**src/rtl/mem_arbiter.sv**
```systemverilog
// mem_arbiter: round-robin arbiter sharing one memory port between the CPU and a debug/loader port.
// Ports: iClk/iRst (sync active-high); CPU side iCpu_Read/iCpu_Write/iCpu_Addr/iCpu_WData -> oCpu_RData/oCpu_Rdy;
// debug side iDbg_Req/iDbg_We/iDbg_Addr/iDbg_WData -> oDbg_Gnt/oDbg_Done/oDbg_RData;
// memory side oMem_Addr/oMem_WData/oMem_Read/oMem_Write <- iMem_RData (valid in the last access cycle).
module mem_arbiter #(
  parameter int MEM_LATENCY = 2
) (
  input  logic        iClk,
  input  logic        iRst,
  input  logic        iCpu_Read,
  input  logic        iCpu_Write,
  input  logic [31:0] iCpu_Addr,
  input  logic [31:0] iCpu_WData,
  output logic [31:0] oCpu_RData,
  output logic        oCpu_Rdy,
  input  logic        iDbg_Req,
  input  logic        iDbg_We,
  input  logic [31:0] iDbg_Addr,
  input  logic [31:0] iDbg_WData,
  output logic        oDbg_Gnt,
  output logic        oDbg_Done,
  output logic [31:0] oDbg_RData,
  output logic [31:0] oMem_Addr,
  output logic [31:0] oMem_WData,
  output logic        oMem_Read,
  output logic        oMem_Write,
  input  logic [31:0] iMem_RData
);
  localparam logic [2:0] IDLE     = 3'd0;
  localparam logic [2:0] CPU_ACC  = 3'd1;
  localparam logic [2:0] DBG_ACC  = 3'd2;
  localparam logic [2:0] CPU_DONE = 3'd3;
  localparam logic [2:0] DBG_DONE = 3'd4;
  logic [2:0]  state_q, state_d;
  logic [3:0]  cnt_q, cnt_d;
  logic        last_dbg_q, last_dbg_d;
  logic        we_q, we_d;
  logic [31:0] addr_q, addr_d;
  logic [31:0] wdata_q, wdata_d;
  logic [31:0] cpu_rdata_q, cpu_rdata_d;
  logic [31:0] dbg_rdata_q, dbg_rdata_d;
  logic        cpu_req, grant_dbg, acc, last;
  assign cpu_req   = iCpu_Read | iCpu_Write;
  // debug wins when alone, or on a tie when the CPU was granted last
  assign grant_dbg = iDbg_Req & (~cpu_req | ~last_dbg_q);
  assign acc       = (state_q == CPU_ACC) | (state_q == DBG_ACC);
  assign last      = acc & (cnt_q == 4'd0);
  always_comb begin
    state_d     = state_q;
    cnt_d       = cnt_q;
    last_dbg_d  = last_dbg_q;
    we_d        = we_q;
    addr_d      = addr_q;
    wdata_d     = wdata_q;
    cpu_rdata_d = cpu_rdata_q;
    dbg_rdata_d = dbg_rdata_q;
    if (state_q == IDLE && (cpu_req | iDbg_Req)) begin
      state_d    = grant_dbg ? DBG_ACC : CPU_ACC;
      cnt_d      = 4'(MEM_LATENCY - 1);
      last_dbg_d = grant_dbg;
      addr_d     = grant_dbg ? iDbg_Addr : iCpu_Addr;
      wdata_d    = grant_dbg ? iDbg_WData : iCpu_WData;
      we_d       = grant_dbg ? iDbg_We : iCpu_Write;
    end else if (acc) begin
      cnt_d       = last ? 4'd0 : cnt_q - 4'd1;
      state_d     = !last ? state_q : (state_q == CPU_ACC) ? CPU_DONE : DBG_DONE;
      cpu_rdata_d = (last & ~we_q & (state_q == CPU_ACC)) ? iMem_RData : cpu_rdata_q;
      dbg_rdata_d = (last & ~we_q & (state_q == DBG_ACC)) ? iMem_RData : dbg_rdata_q;
    end else if (state_q == CPU_DONE || state_q == DBG_DONE) begin
      state_d = IDLE;
    end
  end
  always_ff @(posedge iClk) begin
    if (iRst) begin
      state_q     <= IDLE;
      cnt_q       <= 4'd0;
      last_dbg_q  <= 1'b1;
      we_q        <= 1'b0;
      addr_q      <= '0;
      wdata_q     <= '0;
      cpu_rdata_q <= '0;
      dbg_rdata_q <= '0;
    end else begin
      state_q     <= state_d;
      cnt_q       <= cnt_d;
      last_dbg_q  <= last_dbg_d;
      we_q        <= we_d;
      addr_q      <= addr_d;
      wdata_q     <= wdata_d;
      cpu_rdata_q <= cpu_rdata_d;
      dbg_rdata_q <= dbg_rdata_d;
    end
  end
  // every output is forced low while reset is held, even before the first reset edge
  assign oMem_Read  = ~iRst & acc & ~we_q;
  assign oMem_Write = ~iRst & acc & we_q;
  assign oMem_Addr  = (~iRst & acc) ? addr_q : '0;
  assign oMem_WData = (~iRst & acc) ? wdata_q : '0;
  assign oCpu_Rdy   = ~iRst & ((state_q == CPU_DONE) | ~cpu_req);
  assign oCpu_RData = iRst ? '0 : cpu_rdata_q;
  assign oDbg_Gnt   = ~iRst & ((state_q == DBG_ACC) | (state_q == DBG_DONE));
  assign oDbg_Done  = ~iRst & (state_q == DBG_DONE);
  assign oDbg_RData = iRst ? '0 : dbg_rdata_q;
endmodule

```
**config.mk**
```make
export PLATFORM = sky130hd
export DESIGN_NAME = mem_arbiter
export DESIGN_NICKNAME = d
export VERILOG_FILES = /design/src/rtl/mem_arbiter.sv
export SDC_FILE = /design/constraint.sdc
export NUM_CORES = 1
export LEC_CHECK = 0
export BUFFER_PORTS_ARGS = -buffer_cell sky130_fd_sc_hd__buf_4
export CORE_MARGIN = 2
export CORE_UTILIZATION = 48
export CTS_CLUSTER_DIAMETER = 150
export DETAILED_ROUTE_END_ITERATION = 8
export PLACE_DENSITY = 0.81
export SLEW_MARGIN = 20
export SYNTH_ARGS = -nofsm -noshare
export SYNTH_HDL_FRONTEND = slang
export SYNTH_SLANG_ARGS = --single-unit
```
**constraint.sdc**
```tcl
create_clock -name iClk -period 2 [get_ports iClk]
set_input_delay 0.2 -clock iClk [delete_from_list [all_inputs] [get_ports iClk]]
set_output_delay 0.2 -clock iClk [all_outputs]
set_load 0.1 [all_outputs]
```
## Word-level counts from Yosys, hierarchy flattened

Index checks and enable logic that the tools add are counted.
W data, S select, Z words.

- Bits in registers: 137
- Bits of input ports: 166
- Output and inout port bits: 133
- Logic and storage cells: 63

- Add/subtract/negate cells: 1
- Equal/unequal tests: 5
- Muxes and demuxes: 16
- Bitwise operators: 22
- Reductions and logical operators: 10

Operators by type and width:

| operator | count |
|---|---|
| $mux W32 | 6 |
| $mux W3 | 5 |
| $and A1 B1 Y1 | 11 |
| $eq A3 B2 Y1 const B | 2 |
| $or A1 B1 Y1 | 6 |
| $reduce_and A3 Y1 | 2 |
| $not A1 Y1 | 5 |
| $logic_not A4 Y1 | 1 |
| $mux W4 | 1 |
| $sub A4 B1 Y4 const B | 1 |
| $eq A3 B1 Y1 const B | 1 |
| $eq A3 B3 Y1 const B | 1 |
| $logic_not A3 Y1 | 1 |
| $mux W1 | 3 |
| $ne A3 B1 Y1 const B | 1 |
| $reduce_bool A3 Y1 | 1 |
| $mux W2 | 1 |
| $reduce_and A2 Y1 | 1 |
| $reduce_bool A2 Y1 | 1 |
| $reduce_or A2 Y1 | 1 |
| $logic_and A1 B1 Y1 | 1 |
| $logic_or A1 B1 Y1 | 1 |

## Longest topological paths before layout

Gate-level depths: netlist (run 1).

- Word-level depth: 6
- Mapped depth: 6
- Gate-level depth less buffers: 5

## Worst setup path after synthesis (run 1)

No wires, ideal clock.

- Path kind: reg-to-output
- Start: reg state_q[0]
- End: out oMem_Read
- Data arrival time: 3.503 ns
- Data required time: 1.800 ns
- Path slack: -1.703 ns
- Stages on the path, launching flop included: 4
- Buffers on the path: 1
- Path through: dfxtp_1 buf_2 xnor2_1 nor4_1

- Cells in the longest elaborated chain, start to end: 4
- Elaborated cells on any way between the ends: 5
- Those cells by class: eq/ne: 2; bitwise: 3

Ends and longest elaborated chain:

| item | RTL line | text |
|---|---|---|
| start: declaration | 34 | `logic [2:0] state_q, state_d;` |
| start signal: assignment | 84 | `state_q <= state_d;` |
| $eq A3 B1 Y1 or $eq A3 B2 Y1 (tied branches) | 46 | `assign acc = (state_q == CPU_ACC) \| (state_q == DBG_ACC);` |
| $or A1 B1 Y1 * | 46 |  |
| $and A1 B1 Y1 * (2 in a row) | 95 | `assign oMem_Read = ~iRst & acc & ~we_q;` |
| end: declaration | 25 | `output logic oMem_Read,` |

Mark *: on every way between the ends. The rest lies on a longest branch, timed or not.

## Worst setup path after layout (run 1)

- Start: reg state_q[1]
- End: out oMem_Write

- Cells in the longest elaborated chain, start to end: 4
- Elaborated cells on any way between the ends: 5
- Those cells by class: eq/ne: 2; bitwise: 3

Ends and longest elaborated chain:

| item | RTL line | text |
|---|---|---|
| $eq A3 B1 Y1 or $eq A3 B2 Y1 (tied branches) | 46 |  |
| $or A1 B1 Y1 * | 46 |  |
| $and A1 B1 Y1 * (2 in a row) | 96 | `assign oMem_Write = ~iRst & acc & we_q;` |
| end: declaration | 26 | `output logic oMem_Write,` |

Marks and branches as above.

==> results.cfg, run 1 <==
[power]
powerDensity_nw_per_um2 = 1430
leakage_nw = 5.37
peakVddDrop_mv = 0.827

[detailed_routing]
avgRoutedWirePerCell_um = 24.9
antenna_left = 0
drc = 0
vias = 7355
drtPass1Iterations = 5
routed_wl_mm = 30.0
post_drt_via_cell_ratio = 6.10
drt_iter0_drc = 771

[worst_setup_path]
r2r_start = state_q[1]
cp_slowest_stage_delay_ps = 360
slowest_stage = dfxtp_4
crit_family = buffers and inverters
worst_setup_path_start_kind = register
cp-end-kind = primary output
path_max_fanout = 8
crit_required_ps = 1800
criticalPathCategory = register to primary output
cp_cell_sequence = xnor2_4 > nor3_4 > buf_6 > clkbuf_16 > and2_4 > buf_12
worstPathArrival_ps = 1910
crit_start = state_q[1]
critPathBufInv = 3

[global_routing]
grt.busiest_layer = met2
antenna_found_initial = 0
grt_pass1_vias = 6885
use_met1_pct = 35.0
grt_usage_pct = 31.1
grt_remaining_overflow = 0
grt_max_degree = 97
grt_pass1_wl_mm = 36.0
grt_use_met2_pct = 53.2
use_met3_pct = 9.08

[floorplan]
ios = 299
fp.dieW_um = 122
dieArea_um2 = 14800
rows = 42
initial_core_util_pct = 49.6
dieHeight_um = 122
coreArea_um2 = 13400

[timing]
min_period_ps = 2110
period_share_pct = 106
setup_ws_ps = -113
setup_viol_count_final = 89
hold_viol = 2
maxSlewViolCount = 0
tns_ps = -5600
fin_worst_skew_ps = 14.1
tightest_slew_ps = 605
slew_headroom_pct = 59.6
holdWs_ps = -4.43
rsz0062_at_grt = true
max_freq_mhz = 473

[yosys]
synth_cell_types = 40
synthesis.nets = 840
ys_seq_elements = 137
synthCells = 672
yosysSeqAreaShare_pct = 41.3
netlist_area_um2 = 6650
ys.warnings.count = 0
synth.avg_cell_area_um2 = 9.89

[layout]
syn_to_final_growth_pct = 74.2
nNetsFinal = 1183
layout_commonest_cell = buf_4
fill_cells = 564
most-common-layout-cells = buf_4, dfxtp_1, nand2_1
drive_gt1_share_pct = 49.6

[flow_run]
drv_cap = 0

[clock_network]
cts_buffer_depth = 2
htreeDepth = 4
cts.clk_slew.worst_paths_ps = 70
cts-root-buf = clkbuf_16
cts_buffers = 17
tritoncts = yes
worstSkewPairLatency_ps = 430
cts.sinks = 137

[placed_design]
gp_congestion = 0.785
hpwl_mm = 13.8
port_buffers = 298

[worst_hold_path]
hp-class = input pin to register
min_from = iDbg_WData[17]

[outcome]
violations = hold timing, setup timing
outcome = finished, violations left
synth_stat cells (all sizes together):
master  instances  area share (%)
inv            69             3.9
o21ai           5            0.38
buf            31             3.4
ha              2            0.38
a21oi           1           0.075
or2             2            0.19
a211oi          1            0.11
and3            1           0.094
nor4b          64              13
a31oi           1           0.094
o21a            2            0.23
clkbuf         30             1.7
nor3            6            0.53
nand2b          3            0.28
or3b            1            0.13
xnor2           1            0.13
or4             6            0.73
nand2          96             5.4
or3             1           0.094
nor4            3            0.73
a211o           1            0.13
mux2i          65             9.8
and2           66             6.2
o22a            1            0.13
nor3b           2            0.23
nor2b           1           0.094
a21boi          3            0.34
a221o          65             9.8
nor2            3            0.17
o211a           1            0.15
o31ai           1            0.11
dfxtp         137              41
final timing paths:
path,slack (ps),endpoint,cells past startpoint
worst max-delay path,-110,oMem_Write,6
worst min register to register,470,cpu_rdata_q[6],2
worst max register to register,-110,wdata_q[16],5
worst min-delay path,-4,wdata_q[17],2
logic make-up (layout without fill, tap and decap cells):
| group | after synthesis | after routing | share of synthesized area [%] |
|---|---|---|---|
| other | 0 | 1 | 0 |
| AOI/OAI and AO/OA | 82 | 82 | 11.5 |
| and+or+nand+nor | 255 | 256 | 28.0 |
| adders and majority gates | 2 | 2 | 0.376 |
| DFF | 137 | 137 | 41.3 |
| xor gates and xnor gates | 1 | 1 | 0.132 |
| buffers and inverters | 130 | 485 | 8.94 |
| muxes | 65 | 65 | 9.79 |
power by group:
part	internal (mW)	switching, mW
registers	3.58	0.580
clock network	2.10	1.33
logic	3.39	5.56
total	9.07	7.47
routing by layer:
metal  vias up  wire, µm
met1      3466     10300
met5         -         0
li1       3065         -
met3       175      3280
met4         0      2060
met2       649     14300
sequential cells by signal, summed over array words and instances, names as in the netlist:
| signal | count |
|---|---|
| cnt_q | 4 |
| addr_q | 32 |
| cpu_rdata_q | 32 |
| wdata_q | 32 |
| dbg_rdata_q | 32 |
| last_dbg_q | 1 |
| state_q | 3 |
| we_q | 1 |
layout make-up:
| cell class | instances | area [µm²] | share of cell area, % |
|---|---|---|---|
| Antenna cell | 1 | 2.50 | 0.0216 |
| Clock buffer | 18 | 429 | 3.71 |
| Clock inverter | 14 | 196 | 1.70 |
| Inverter | 69 | 259 | 2.24 |
| Multi-Input combinational cell | 406 | 3600 | 31.1 |
| Sequential cell | 137 | 2750 | 23.8 |
| Tap cell | 176 | 220 | 1.90 |
| Timing Repair Buffer | 384 | 4130 | 35.6 |
timing repair:
action | 4_1_cts | 5_1_grt
gates cloned | 3 | 7
hold endpoints to repair | 46 | 0
hold buffers | 46 | 0
pin swaps | 1 | 29
gates resized for setup | 161 | 122
buffers inserted | 6 | 4
setup endpoints to repair | 65 | 138
through the flow:
step	util, %	area, µm²	cells	power [mW]	setup slack (ps)
after floorplan	-	6770	672	9.28	-349
after global placement	68.6	9200	1107	10.7	141
after detailed placement	68.6	9200	1107	10.8	123
after CTS	82.2	11000	1194	15.0	-47.3
after global routing	86.4	11600	1204	16.9	-161
final	86.4	11600	1205	16.5	-113
No activity file was read; power rests on OpenSTA's default activity.
==> run 2: changes to the inputs <==
Settings changed: PLACE_DENSITY 0.81 to 0.92, SKIP_LAST_GASP set to 1.
==> results.cfg, run 2 (synthesis gave the netlist of run 1 again) <==
[layout]
syn_to_final_growth_pct = 71.6
final_cell_area_um2 = 11400
antenna_cells = 0
most-common-layout-cells = buf_4, dfxtp_1, nand2_1
layout.cells.non_filler = 1188
drive_gt1_share_pct = 50.6
nNetsFinal = 1167
fill_cells = 577
layout_commonest_cell = buf_4
post-route-util_pct = 85.1

[timing]
slew_headroom_pct = 59.4
tightest_slew_ps = 608
period_share_pct = 105
setup_ws_ps = -91.4
setup_viol_count_final = 72
holdWs_ps = 7.79
hold_viol = 0
maxSlewViolCount = 0
min_period_ps = 2090
rsz0062_at_grt = true
tns_ps = -2340
max_freq_mhz = 478
fin_worst_skew_ps = 7.28

[worst_setup_path]
worstPathArrival_ps = 1890
cp-end-kind = primary output
r2r-end = wdata_q[12]
cp_cell_sequence = buf_12 > nand2b_1 > a211oi_2 > buf_6
path_max_fanout = 5
r2r_setup_slack_ps = -90
r2r_cells = 5
r2r_start = state_q[1]
crit_required_ps = 1800
critPathBufInv = 2
crit_family = buffers and inverters
criticalPathCategory = register to primary output
slowest_stage = a211oi_2
cp_slowest_stage_delay_ps = 410
worst_setup_path_start_kind = register
crit_start = state_q[2]

[worst_hold_path]
min_from = iDbg_WData[17]
hold_depth = 2
hp-class = input pin to register
hold_path_end = wdata_q[17]

[detailed_routing]
post_drt_via_cell_ratio = 5.98
antenna_left = 0
routed_wl_mm = 29.1
vias = 7100
drc = 0
drtPass1Iterations = 6
drt_iter0_drc = 743
avgRoutedWirePerCell_um = 24.5

[clock_network]
cts-root-buf = clkbuf_16
worstSkewPairLatency_ps = 420
cts.sinks = 137
tritoncts = yes
cts_buffers = 17
cts_buffer_depth = 2
cts.clk_slew.worst_paths_ps = 70
htreeDepth = 4

[placed_design]
gp_congestion = 0.807
place_ws_ps = 151
placed_cells = 1104
port_buffers = 298
placedInstanceArea_um2 = 9220
hpwl_mm = 14.5

[floorplan]
coreArea_um2 = 13400
initial_core_util_pct = 49.6
rows = 42
dieArea_um2 = 14800
ios = 299
dieHeight_um = 122
fp.dieW_um = 122

[power]
powerDensity_nw_per_um2 = 1420
leakage_nw = 5.30
total_power_mw = 16.2
peakVddDrop_mv = 0.799

[global_routing]
grt_remaining_overflow = 0
grt_pass1_vias = 7035
grt_usage_pct = 34.2
grt_pass1_wl_mm = 38.8
antenna_found_initial = 0
grt_max_degree = 66

[outcome]
outcome = finished, violations left
violations = setup timing

[flow_run]
drv_cap = 0
## run 2: cell count changes in the layout (fill, tap and decap cells not counted), moves of 5 or more
| cell | previous run | this run |
|---|---|---|
| and2_2 | 7 | 39 |
| and2_4 | 58 | 26 |
| dlygate4sd3_1 | 46 | 31 |
| nor4b_2 | 54 | 48 |
| nor4b_4 | 0 | 5 |
## run 2: repair_timing
action                                  4_1_cts  5_1_grt
cloned                                        2        6
pin swaps                                     1       13
endpoints found under the hold margin        31        0
setup buffers                                 4        9
endpoints found under the setup margin       66      109
hold buffers                                 31        0
resized for setup                           201       44
## run 2: layout make-up
type | instances | area, µm² | share of cell area (%)
clock inverters | 14 | 163 | 1.43
repair buffers | 369 | 3980 | 34.9
well taps | 176 | 220 | 1.93
clock buffers | 18 | 429 | 3.76
flip-flops and latches | 137 | 2750 | 24.1
multi-input cells | 405 | 3590 | 31.5
inverters | 69 | 263 | 2.30
## run 2: worst max-delay path by stage
stage	end	cells after the start
6_report	oDbg_Gnt	4
5_1_grt	oDbg_Gnt	4
4_1_cts	oMem_Addr[3]	7
3_5_place_dp	cpu_rdata_q[13]	6
3_3_place_gp	oMem_WData[28]	5
2_1_floorplan	oDbg_Gnt	3
## run 2: worst reg2reg max path: stages, from the launching register on
cell     delay, ps
dfxtp_4        370
buf_4          170
or4_4          570
buf_12         250
nor4b_1        480
a221o_1        190
## run 2: routing by layer
layer / up-vias / GRT usage, % / share of wire [%]
met5: - / 0 / 0
met4: 0 / 17.6 / 5.9
met3: 129 / 9.60 / 9.1
met2: 527 / 61.4 / 51
met1: 3424 / 36.5 / 34
li1: 3020 / - / -
## run 2: power by group
group	total, mW	internal, mW	switching, mW
registers	4.13	3.58	0.545
clock network	3.21	1.87	1.34
logic	8.82	3.34	5.48
